[config.mk]
export PLATFORM = sky130hd
export DESIGN_NAME = regfile_fwd_flat
export DESIGN_NICKNAME = d
export VERILOG_FILES = /design/src/rtl/rf_pkg.sv /design/src/rtl/regfile_fwd_if.sv /design/src/rtl/rf_scoreboard.sv /design/src/rtl/regfile_fwd.sv /design/src/flat_wrapper.sv
export SDC_FILE = /design/constraint.sdc
export NUM_CORES = 2
export LEC_CHECK = 0
export ABC_AREA = 0
export ABC_CLOCK_PERIOD_IN_PS = 92200
export CORE_MARGIN = 2
export CORE_UTILIZATION = 50
export DETAILED_ROUTE_END_ITERATION = 10
export HOLD_SLACK_MARGIN = 0.12
export PLACE_DENSITY_LB_ADDON = 0.3
export SYNTH_ARGS = -nofsm -noshare
export SYNTH_HDL_FRONTEND = slang
export SYNTH_HIERARCHICAL = 1
export SYNTH_SLANG_ARGS = --single-unit
[constraint.sdc]
create_clock -name clk -period 92.2 [get_ports clk]
set_clock_uncertainty 0.15 [all_clocks]
set_input_delay 9.22 -clock clk [delete_from_list [all_inputs] [get_ports clk]]
set_output_delay 9.22 -clock clk [all_outputs]
set_load 0.005 [all_outputs]
[src/rtl/rf_pkg.sv]
// Shared constants and helpers for the pipelined register file.
// Imported by the register file, its scoreboard and its interface users.
package rf_pkg;

   localparam int DEF_DW   = 32;
   localparam int DEF_NREG = 32;
   localparam int ZERO_REG = 0;

   // Widest packed port bus the slice helper handles (4 ports x 64 bits).
   localparam int MAXBUS   = 256;

   // Returns field k of width w from a packed multi-port bus, zero-extended.
   function automatic logic [MAXBUS-1:0] port_slice(
      input logic [MAXBUS-1:0] bus,
      input int                k,
      input int                w
   );
      logic [MAXBUS-1:0] mask;
      mask = (MAXBUS'(1) << w) - MAXBUS'(1);
      return (bus >> (k * w)) & mask;
   endfunction

endpackage

[src/rtl/regfile_fwd_if.sv]
// Decode/writeback bundle for the forwarding register file.
// Master is the pipeline side, slave is the register file.
interface regfile_fwd_if #(
   parameter int DW  = 32,
   parameter int AW  = 5,
   parameter int NRD = 2
);

   logic [NRD*AW-1:0] raddr;
   logic [NRD-1:0]    ren;
   logic [NRD*DW-1:0] rdata;
   logic [NRD-1:0]    rbusy;
   logic              hazard;
   logic              we;
   logic [AW-1:0]     waddr;
   logic [DW-1:0]     wdata;
   logic              iss_valid;
   logic [AW-1:0]     iss_addr;

   modport master (
      output raddr, ren, we, waddr, wdata, iss_valid, iss_addr,
      input  rdata, rbusy, hazard
   );

   modport slave (
      input  raddr, ren, we, waddr, wdata, iss_valid, iss_addr,
      output rdata, rbusy, hazard
   );

endinterface

[src/rtl/rf_scoreboard.sv]
// Per-register busy bits tracking outstanding producers.
// An issue and a retire to the same register in one cycle leaves it busy.
module rf_scoreboard
   import rf_pkg::*;
#(
   parameter  int NREG = DEF_NREG,
   localparam int AW   = $clog2(NREG)
) (
   input  logic            clk,
   input  logic            rst,
   input  logic            set_en,
   input  logic [AW-1:0]   set_addr,
   input  logic            clr_en,
   input  logic [AW-1:0]   clr_addr,
   output logic [NREG-1:0] busy
);

   logic [NREG-1:0] busy_nxt;

   // Next busy vector: retire first, then a new issue overrides it.
   always_comb begin
      busy_nxt = busy;
      if (clr_en && (clr_addr != AW'(ZERO_REG)))
         busy_nxt[clr_addr] = 1'b0;
      if (set_en && (set_addr != AW'(ZERO_REG)))
         busy_nxt[set_addr] = 1'b1;
      busy_nxt[ZERO_REG] = 1'b0;
   end

   // Busy vector register, cleared on reset.
   always_ff @(posedge clk or posedge rst) begin
      if (rst)
         busy <= '0;
      else
         busy <= busy_nxt;
   end

endmodule

[src/rtl/regfile_fwd.sv]
// Multi-port register file with write-to-read forwarding and RAW scoreboard.
// Register 0 is hardwired to zero and never becomes busy.
module regfile_fwd
   import rf_pkg::*;
#(
   parameter  int DW   = DEF_DW,
   parameter  int NREG = DEF_NREG,
   parameter  int NRD  = 2,
   parameter  int FWD  = 1,
   localparam int AW   = $clog2(NREG)
) (
   input  logic         clk,
   input  logic         rst,
   regfile_fwd_if.slave rf
);

   logic [DW-1:0]     mem [NREG];
   logic [NREG-1:0]   busy;
   logic [AW-1:0]     ra [NRD];
   logic [NRD-1:0]    fwd_hit;
   logic [NRD-1:0]    reiss;
   logic [NRD*DW-1:0] rdata_c;
   logic [NRD-1:0]    rbusy_c;
   logic              wr_ok;

   assign wr_ok = rf.we && (rf.waddr != AW'(ZERO_REG));

   rf_scoreboard #(
      .NREG (NREG)
   ) u_sb (
      .clk      (clk),
      .rst      (rst),
      .set_en   (rf.iss_valid),
      .set_addr (rf.iss_addr),
      .clr_en   (rf.we),
      .clr_addr (rf.waddr),
      .busy     (busy)
   );

   // Storage: single write port, register 0 never written.
   always_ff @(posedge clk or posedge rst) begin
      if (rst) begin
         for (int i = 0; i < NREG; i++)
            mem[i] <= '0;
      end else if (wr_ok) begin
         mem[rf.waddr] <= rf.wdata;
      end
   end

   // Per-port address decode and same-cycle write/issue matches.
   always_comb begin
      for (int k = 0; k < NRD; k++) begin
         ra[k]      = AW'(port_slice(MAXBUS'(rf.raddr), k, AW));
         fwd_hit[k] = (FWD != 0) && rf.we &&
                      (rf.waddr == ra[k]);
         reiss[k]   = rf.iss_valid &&
                      (rf.iss_addr == ra[k]);
      end
   end

   // Read muxes and busy lookup; a forwarded write hides the hazard
   // unless a new producer is issuing to the same register.
   always_comb begin
      rdata_c = '0;
      rbusy_c = '0;
      for (int k = 0; k < NRD; k++) begin
         if (ra[k] != AW'(ZERO_REG)) begin
            if (fwd_hit[k])
               rdata_c[k*DW +: DW] = rf.wdata;
            else
               rdata_c[k*DW +: DW] = mem[ra[k]];
            rbusy_c[k] = busy[ra[k]] &&
                         !(fwd_hit[k] && !reiss[k]);
         end
      end
   end

   assign rf.rdata  = rdata_c;
   assign rf.rbusy  = rbusy_c;
   assign rf.hazard = |(rf.ren & rbusy_c);

endmodule

[src/flat_wrapper.sv]
// flat-port wrapper written by rule: the top's interface ports become plain ports
module regfile_fwd_flat import rf_pkg::*;
#(
   parameter  int DW   = DEF_DW,
   parameter  int NREG = DEF_NREG,
   parameter  int NRD  = 2,
   parameter  int FWD  = 1,
   localparam int AW   = $clog2(NREG)
)
  (clk, rst, rf_raddr, rf_ren, rf_we, rf_waddr, rf_wdata, rf_iss_valid, rf_iss_addr, rf_rdata, rf_rbusy, rf_hazard);
  regfile_fwd_if #(.DW(DW), .AW(5), .NRD(NRD)) rf_i ();
  input  logic clk;
  input  logic rst;
  input wire logic [$bits(rf_i.raddr)-1:0] rf_raddr;
  input wire logic [$bits(rf_i.ren)-1:0] rf_ren;
  input wire logic [$bits(rf_i.we)-1:0] rf_we;
  input wire logic [$bits(rf_i.waddr)-1:0] rf_waddr;
  input wire logic [$bits(rf_i.wdata)-1:0] rf_wdata;
  input wire logic [$bits(rf_i.iss_valid)-1:0] rf_iss_valid;
  input wire logic [$bits(rf_i.iss_addr)-1:0] rf_iss_addr;
  output wire logic [$bits(rf_i.rdata)-1:0] rf_rdata;
  output wire logic [$bits(rf_i.rbusy)-1:0] rf_rbusy;
  output wire logic [$bits(rf_i.hazard)-1:0] rf_hazard;
  assign rf_i.raddr = rf_raddr;
  assign rf_i.ren = rf_ren;
  assign rf_i.we = rf_we;
  assign rf_i.waddr = rf_waddr;
  assign rf_i.wdata = rf_wdata;
  assign rf_i.iss_valid = rf_iss_valid;
  assign rf_i.iss_addr = rf_iss_addr;
  assign rf_rdata = rf_i.rdata;
  assign rf_rbusy = rf_i.rbusy;
  assign rf_hazard = rf_i.hazard;
  regfile_fwd #(.DW(DW), .NREG(NREG), .NRD(NRD), .FWD(FWD)) u_core (.clk(clk), .rst(rst), .rf(rf_i));
endmodule
==> flow_summary.json <==
{
  "grt_pass1_wl_um": 265500,
  "postSynthCellCount": 4024,
  "first_iter_violations": 3848,
  "clock.fmax_ghz": 0.04361,
  "area_growth_syn_to_layout_pct": 9.849,
  "outcome": "complete, no violations",
  "synthFlopType": "dfrtp_1",
  "finalPower_w": 0.001376,
  "crit_fanout": 124,
  "seqPwrFrac": 0.447,
  "finalSetupViolCount": 0,
  "syn_area_um2": 57690,
  "grt_max_degree": 182,
  "wl_um": 180500,
  "antenna_left": 0,
  "hold_viol_final": 0,
  "synth_top_family_by_area": "multiplexers",
  "slew_violations": 0,
  "min_to": "u_core/mem[992]$_DFFE_PP0P_",
  "core_um2": 114300,
  "timing.final.crit_share": 0.2487,
  "cts-resized-gates": 0,
  "critPathCaptureType": "primary output",
  "initial_core_util": 0.5045,
  "grt_pass1_vias": 38879,
  "setup_tns_ns": 0,
  "ys_types": 63,
  "fin_crit_ns": 22.93,
  "r2r-end": "u_core/mem[621]$_DFFE_PP0P_",
  "clockBufferDepth": 3,
  "worst_pin_slew_ns": 1.407,
  "ys_seq_area_frac": 0.4576,
  "tritoncts": "yes",
  "rows": 124,
  "p_sw_w": 0.0003733,
  "drc": 0,
  "max-slew-margin-rel": 0.04894,
  "rr_worst_depth": 1,
  "overflow": 0,
  "timing.rr.start": "u_core/mem[621]$_DFFE_PP0P_",
  "drt_pass1_iterations": 7,
  "io_pins": 125,
  "clockRootBuffer": "clkbuf_16",
  "routed_via_density": 6.930,
  "drive_above_1_share": 0.4459,
  "worstHoldStart": "u_core/mem[992]$_DFFE_PP0P_",
  "arrival_ns": 13.56,
  "die_h_um": 343.7,
  "grt_setup_unrepaired": "no",
  "p_leak_nw": 27.15,
  "gp_congestion": 0.8029,
  "ys_warn_count": 6,
  "synth_xor_area_frac": 0.003036,
  "nets": 3957,
  "synth_nets": 4082,
  "clock-sinks": 1055,
  "p_int_w": 0.001003,
  "async_flop_share": 1.000,
  "yosysMostFrequentCell": "dfrtp_1",
  "yosysTopAreaCellShare": 0.4576,
  "synthAdderAreaFrac": 0,
  "wl_per_cell_um": 32.83,
  "r2r_slack_ns": 91.24,
  "yosys-top-cells-count": "1055 x dfrtp_1, 1015 x mux2_2, 424 x mux4_2, 294 x mux2i_1, 242 x clkbuf_1",
  "clock_latency_ns": 0.68,
  "cts_htree_levels": 3,
  "p_per_area_nw_per_um2": 21.72,
  "synth_seq_cells": 1055,
  "cts_hold_buf": 0,
  "synth_compound_area_frac": 0.06240,
  "post-cts-setup-buffers": 0,
  "dp_hpwl_um": 94750,
  "synth-edff-count": 0,
  "cts_buffers": 111,
  "synth.avg_cell_area_um2": 14.34,
  "fp.dieW_um": 343.7,
  "portBuffers": 124,
  "switching_share": 0.2712,
  "maxCapViolCount": 0,
  "via_count": 38110,
  "synth_mux_area_frac": 0.4165,
  "holdPathStages": 0,
  "vdd.ir_drop.worst_v": 0.00001418,
  "synth_area_leaders": "dfrtp_1 46%, mux2_2 20%, mux4_2 17%",
  "die-area_um2": 118100,
  "grt_use_total": 0.3063,
  "cp-start-kind": "input pin",
  "hold_path_class": "register to register",
  "clk_pin_slew_ns": 0.06,
  "yosysTopAreaCell": "dfrtp_1",
  "place_ws_ns": 69.39,
  "required_ns": 82.83,
  "fin_hold_ws_ns": 0.2439,
  "synthSimpleGateAreaFrac": 0.01956,
  "fin_ws_ns": 69.27,
  "combPwrFrac": 0.210,
  "clkPwrFrac": 0.343,
  "grt_antenna_before_repair": 9,
  "critPathKind": "input pin to primary output"
}
[state kept, by name, summed over array words and instances (netlist names)]
| name | flops |
|---|---|
| u_core/mem | 1024 |
| u_core/u_sb/busy | 31 |
[worst max-delay path, stage by stage]
cell and delay (ns):
buf_8 0.53, buf_4 0.71, buf_12 0.67, mux4_2 0.39
o2111ai_1 0.10, a211oi_1 0.39, a31oi_1 0.09, o21ai_0 0.48
clkdlybuf4s50_1 0.60
[final cells by class]
type / count / area (um2)
clock inverter: 39 / 536.8
antenna: 2 / 5.005
clock buffer: 160 / 3274
timing repair buffer: 214 / 2022
fill: 9222 / 50970
inverter: 7 / 35.03
multi-input combinational: 2510 / 29210
tap: 1512 / 1892
sequential: 1055 / 26400
[worst max-delay path by stage]
stage | from | endpoint | slack, ns | cells past startpoint
floorplan | rst | u_core/mem[0]$_DFFE_PP0P_ | 54.01 | 1
global placement | rf_raddr[5] | rf_rdata[36] | 69.39 | 9
detailed placement | rf_raddr[5] | rf_rdata[36] | 69.39 | 9
CTS | rf_raddr[5] | rf_rdata[36] | 69.37 | 9
global route | rf_raddr[5] | rf_rdata[62] | 69.13 | 10
finish | rf_raddr[5] | rf_rdata[55] | 69.27 | 9
[layer usage]
metal  GRT usage  vias to the layer above  share of wire
li1            -                    15361              -
met1      0.4269                    20388           0.40
met3     0.05819                      432          0.091
met4      0.1082                        6          0.040
met2      0.4831                     1923           0.46
met5           0                        -        0.00017
[power groups by stage]
| stage | clock network (W) | logic (W) | registers, W |
|---|---|---|---|
| CTS | 0.000477 | 0.000288 | 0.000614 |
| global placement | 0 | 0.000281 | 0.000616 |
| detailed placement | 0 | 0.000287 | 0.000621 |
| global route | 0.000495 | 0.000308 | 0.000627 |
| finish | 0.000472 | 0.000289 | 0.000616 |
| floorplan | 0 | 0.000223 | 0.000603 |
[cells in the final DEF (no fill, tap or decap), types with 19 or more instances in the layout]
cell,count
a32oi_1,22
a21oi_1,65
a22oi_1,38
a211oi_1,21
clkbuf_8,27
nor2_1,63
mux4_2,424
o21ai_1,80
mux2_2,1015
o21ai_0,92
nor2_4,19
buf_4,86
dfrtp_1,1055
nand2_1,53
clkbuf_1,20
clkbuf_16,113
clkinv_2,21
a221o_1,52
clkdlybuf4s50_1,114
mux2i_1,294
a221oi_1,68
[stage by stage]
step / cell area [um2] / utilization / std cells
6_report: 63370 / 0.5542 / 5499
5_1_grt: 63370 / 0.5542 / 5498
4_1_cts: 63340 / 0.5539 / 5496
3_5_place_dp: 59530 / 0.5206 / 5297
3_3_place_gp: 59530 / 0.5206 / 5297
2_1_floorplan: 57690 / - / 4024
[logic make-up (layout without fill, tap and decap cells)]
group / after synthesis / in the layout
AOI/OAI and AO/OA: 516 / 516
xor gates and xnor gates: 20 / 20
buffers and inverters: 459 / 420
DFF: 1055 / 1055
muxes: 1737 / 1737
other: 1 / 3
and+or+nand+nor: 236 / 236
No activity file was read; power rests on OpenSTA's default activity.
